`config.mk`:
```
export PLATFORM = sky130hd
export DESIGN_NAME = mem_arbiter
export DESIGN_NICKNAME = d
export VERILOG_FILES = /design/src/rtl/mem_arbiter.sv
export SDC_FILE = /design/constraint.sdc
export NUM_CORES = 1
export LEC_CHECK = 0
export BUFFER_PORTS_ARGS = -buffer_cell sky130_fd_sc_hd__buf_2
export CORE_MARGIN = 1.5
export CORE_UTILIZATION = 44
export DETAILED_ROUTE_END_ITERATION = 12
export PLACE_DENSITY_LB_ADDON = 0.12
export SLEW_MARGIN = 20
export SYNTH_ARGS = -nofsm -noshare
export SYNTH_HDL_FRONTEND = slang
export SYNTH_SLANG_ARGS = --single-unit
```
`constraint.sdc`:
```
create_clock -name clk -period 5 [get_ports clk]
set_clock_uncertainty 0.2 [all_clocks]
set_input_delay 0.5 -clock clk [delete_from_list [all_inputs] [get_ports clk]]
set_output_delay 0.5 -clock clk [all_outputs]
set_load 0.01 [all_outputs]
```
`src/rtl/mem_arbiter.sv`:
```
// Single-port memory arbiter for the RiSC-16 core.
// Three requesters (fetch, data, debug) share one word-addressed memory. At
// most one command issues per cycle. Read data is steered back to its owner
// through a READ_LAT-deep owner-tag pipeline that matches the memory latency.
module mem_arbiter #(
  parameter int AW         = 16,
  parameter int DW         = 16,
  parameter int READ_LAT   = 1,
  parameter int STARVE_LIM = 4
) (
  input  logic          clk,
  input  logic          reset,
  input  logic          if_req,
  input  logic [AW-1:0] if_addr,
  output logic          if_gnt,
  output logic          if_rvalid,
  input  logic          dm_req,
  input  logic          dm_we,
  input  logic [AW-1:0] dm_addr,
  input  logic [DW-1:0] dm_wdata,
  output logic          dm_gnt,
  output logic          dm_rvalid,
  input  logic          dbg_req,
  input  logic          dbg_we,
  input  logic [AW-1:0] dbg_addr,
  input  logic [DW-1:0] dbg_wdata,
  output logic          dbg_gnt,
  output logic          dbg_rvalid,
  output logic [DW-1:0] rdata,
  output logic          mem_en,
  output logic          mem_we,
  output logic [AW-1:0] mem_addr,
  output logic [DW-1:0] mem_wdata,
  input  logic [DW-1:0] mem_rdata
);

  localparam int          SW      = $clog2(STARVE_LIM + 1);
  localparam logic [SW-1:0] LIM   = SW'(STARVE_LIM);
  localparam logic [1:0]  OWN_IF  = 2'd0;
  localparam logic [1:0]  OWN_DM  = 2'd1;
  localparam logic [1:0]  OWN_DBG = 2'd2;

  typedef enum logic [1:0] {SEL_NONE, SEL_IF, SEL_DM, SEL_DBG} sel_e;

  sel_e                      sel;
  logic [SW-1:0]             starve_cnt_q, starve_cnt_d;
  logic [READ_LAT-1:0]       vld_pipe_q, vld_pipe_d;
  logic [READ_LAT-1:0][1:0]  own_pipe_q, own_pipe_d;
  logic [AW-1:0]             addr_q, addr_d;
  logic [DW-1:0]             wdata_q, wdata_d;
  logic [1:0]                rd_own;
  logic                      if_starved;
  logic                      tail_vld;
  logic [1:0]                tail_own;

  assign if_starved = (starve_cnt_q == LIM);

  // Winner select: DBG > DM > IF, except a starved fetch jumps ahead of DM.
  always_comb begin
    sel = SEL_NONE;
    if (!reset) begin
      if (dbg_req)                              sel = SEL_DBG;
      else if (dm_req && !(if_req && if_starved)) sel = SEL_DM;
      else if (if_req)                          sel = SEL_IF;
    end
  end

  // Grant pulses and memory command; address/wdata hold when nobody wins.
  always_comb begin
    if_gnt  = 1'b0;
    dm_gnt  = 1'b0;
    dbg_gnt = 1'b0;
    mem_en  = 1'b0;
    mem_we  = 1'b0;
    addr_d  = addr_q;
    wdata_d = wdata_q;
    rd_own  = OWN_IF;
    case (sel)
      SEL_IF: begin
        if_gnt = 1'b1;
        mem_en = 1'b1;
        addr_d = if_addr;
      end
      SEL_DM: begin
        dm_gnt  = 1'b1;
        mem_en  = 1'b1;
        mem_we  = dm_we;
        addr_d  = dm_addr;
        wdata_d = dm_wdata;
        rd_own  = OWN_DM;
      end
      SEL_DBG: begin
        dbg_gnt = 1'b1;
        mem_en  = 1'b1;
        mem_we  = dbg_we;
        addr_d  = dbg_addr;
        wdata_d = dbg_wdata;
        rd_own  = OWN_DBG;
      end
      default: ;
    endcase
  end

  assign mem_addr  = reset ? '0 : addr_d;
  assign mem_wdata = reset ? '0 : wdata_d;

  // Fetch starvation counter: cleared on fetch grant, saturates at the limit.
  always_comb begin
    starve_cnt_d = starve_cnt_q;
    if (if_gnt)                      starve_cnt_d = '0;
    else if (if_req && !if_starved)  starve_cnt_d = starve_cnt_q + 1'b1;
  end

  // Owner-tag shift register; a write enters as an empty slot.
  always_comb begin
    vld_pipe_d[0] = mem_en & ~mem_we;
    own_pipe_d[0] = rd_own;
    for (int i = 1; i < READ_LAT; i++) begin
      vld_pipe_d[i] = vld_pipe_q[i-1];
      own_pipe_d[i] = own_pipe_q[i-1];
    end
  end

  // State registers; reset also drops any reads still in flight.
  always_ff @(posedge clk) begin
    if (reset) begin
      starve_cnt_q <= '0;
      vld_pipe_q   <= '0;
      own_pipe_q   <= '0;
      addr_q       <= '0;
      wdata_q      <= '0;
    end else begin
      starve_cnt_q <= starve_cnt_d;
      vld_pipe_q   <= vld_pipe_d;
      own_pipe_q   <= own_pipe_d;
      addr_q       <= addr_d;
      wdata_q      <= wdata_d;
    end
  end

  assign tail_vld   = vld_pipe_q[READ_LAT-1] & ~reset;
  assign tail_own   = own_pipe_q[READ_LAT-1];
  assign if_rvalid  = tail_vld && (tail_own == OWN_IF);
  assign dm_rvalid  = tail_vld && (tail_own == OWN_DM);
  assign dbg_rvalid = tail_vld && (tail_own == OWN_DBG);
  assign rdata      = mem_rdata;

endmodule
```
==> results.yml <==
logic_synthesis:
  synthFlopType: "dfxtp_1"
  yosysWarnings: 0
  async_reset_ff_frac: 0
  syn-cell-area_sq_um: 2220
  yosysTopAreaCell: "dfxtp_1"
  synth.distinct_cells: 43
  synth_top_area_frac: 0.343
  synth_nets: 349
  synthTopCellsByCount: "dfxtp_1, buf_4, nor2_1"
  yosysMostFrequentCell: "dfxtp_1"
  synthTopCellsByArea: "dfxtp_1, buf_4, a221oi_1"
  ys_seq_area_frac: 0.343
  avgSynthCellArea_sq_um: 9.09
  ys_ff_latch: 38
  synthCells: 244
  synth-edff-count: 0
outcome:
  status: "finished clean"
finish:
  fin_cells: 403
  num_antenna_cells: 0
  design_area_sq_um: 2780
  nets: 441
  final_layout_size_suffix_gt1_frac: 0.470
  area_delta_synth_final_pct: 25.5
routing:
  vias: 2235
  drc: 0
  via_per_inst: 5.55
  drt-initial-drc-count: 154
  first_pass_iters: 4
  ant_nets: 0
  avgRoutedWirePerCell_um: 15.0
  routed_wl_um: 6040
global_routing:
  busiest_layer: "met2"
  gr-total-overflow: 0
  grt_pass1_vias: 1965
  grt.total_usage: 0.215
  gr-usage-met1: 0.295
  met2_usage: 0.346
  antenna_found_initial: 0
  use_met3: 0.0407
  grt_start_max_net_pins: 59
  grt_first_pass_wirelength_um: 9240
timing:
  min_period_ps: 3280
  period_share: 0.655
  worstMarginPinSlew_ps: 1120
  finalMaxSlewViolations: 0
  tns_ps: 0
  slew_headroom: 0.248
  hold_violations: 0
  whs_ps: 282
  final-setup-viol-count: 0
  grt_setup_unrepaired: "no"
  fmax_ghz: 0.305
clocking:
  postCtsSetupBuffers: 0
  cts_root_buffer: "clkbuf_8"
  clk_latency_ps: 290
  clkTransAtPathRegs_ps: 70
  h-tree-depth: 2
  cts_tree: "done"
  clock-sinks: 38
  cts_inserted_buffers: 5
  cts_resized: 0
  clockBufferDepth: 2
  cts_hold_buf: 0
hold_path:
  min_to: "addr_q[5]$_DFF_P_"
  hold_start: "if_addr[5]"
  hp-class: "in2reg"
  hold_depth: 3
die:
  die_h_um: 74.0
  die_w_um: 74.0
  fp-row-count: 25
  dieArea_sq_um: 5470
  io_pins: 159
  initial_core_util: 0.463
  core_sq_um: 4790
critical_path:
  worst-setup-path-type: "in2out"
  reg2reg_depth: 5
  arrival_ps: 2580
  worstSetupStartpointType: "input port"
  required_ps: 4300
  r2r_start: "starve_cnt_q[0]$_SDFFE_PP0P_"
  crit_fanout: 56
  setup.worst_path.end_class: "primary output"
  reg2reg_slack_ps: 2550
  rr_endpoint: "addr_q[6]$_DFF_P_"
power:
  p_leak_nw: 1.30
  powerDensity_nw_per_um2: 270
  p_total_mw: 0.751
  max-vdd-ir-drop_mv: 0.124
placement:
  gp_routability_congestion: 0.807
  numPortBuffers: 126
  dp.cells: 396
  placed_area_sq_um: 2670
  dp_hpwl_um: 4210
job:
  maxCapViolations: 0
==> how the worst max path moves through the flow <==
stage          cells past startpoint  slack [ps]                         start           end
2_1_floorplan                      5        2690                       dbg_req  mem_addr[10]
3_3_place_gp                       5        1760                       dbg_req   mem_addr[6]
3_5_place_dp                       5        1710                       dbg_req   mem_addr[2]
4_1_cts                            5        1720                       dbg_req   mem_addr[2]
5_1_grt                            6        1530  starve_cnt_q[0]$_SDFFE_PP0P_  mem_addr[12]
6_report                           5        1720                       dbg_req   mem_addr[2]
==> cells by family after synthesis <==
group           count (synthesis)  synth area share
simple gates                   69             0.215
compound gates                 79             0.282
buf+inv                        54             0.140
flops                          38             0.343
fa+ha+maj                       2            0.0113
mux                             1           0.00451
xor+xnor                        1           0.00395
==> registers in the layout (all words and copies together) (netlist names) <==
signal and count:
addr_q 16, own_pipe_q 2, starve_cnt_q 3, vld_pipe_q 1, wdata_q 16
==> worst max-delay path, cell delays in order <==
cell and delay [ps]:
buf_2 400, nor3_2 970, a221oi_1 110, a211oi_1 390
buf_2 200
==> metal layers <==
metal / share of wire / up-vias
li1: - / 1104
met4: 0.011 / 0
met3: 0.063 / 11
met2: 0.47 / 77
met5: 0 / -
met1: 0.45 / 1043
==> cell usage in the layout (no fill, tap or decap), drive strengths merged, types with 6 or more instances in the layout <==
master,count
a211oi,16
a21oi,17
a221oi,16
a32oi,7
and4bb,10
buf,126
clkbuf,6
dfxtp,38
inv,13
nand3,16
nor2,21
nor4bb,8
o211ai,9
o221a,9
==> metrics by stage <==
| step | setup slack (ps) | util |
|---|---|---|
| finish | 1720 | 0.581 |
| detailed placement | 1710 | 0.558 |
| global route | 1530 | 0.581 |
| CTS | 1720 | 0.581 |
| floorplan | 2690 | - |
| global placement | 1760 | 0.558 |
==> power breakdown <==
part	switching, mW	internal [mW]
Sequential	0.00688	0.324
Combinational	0.0807	0.0738
Clock	0.106	0.160
==> area by class of cell <==
type / count / area, sq um
repair buffers: 126 / 631
flip-flops and latches: 38 / 761
clock inverters: 1 / 30.0
fillers: 464 / 2000
well taps: 67 / 83.8
inverters: 13 / 48.8
multi-input cells: 152 / 1150
clock buffers: 6 / 82.6
Note: power is estimated with default switching activity, not from simulation.
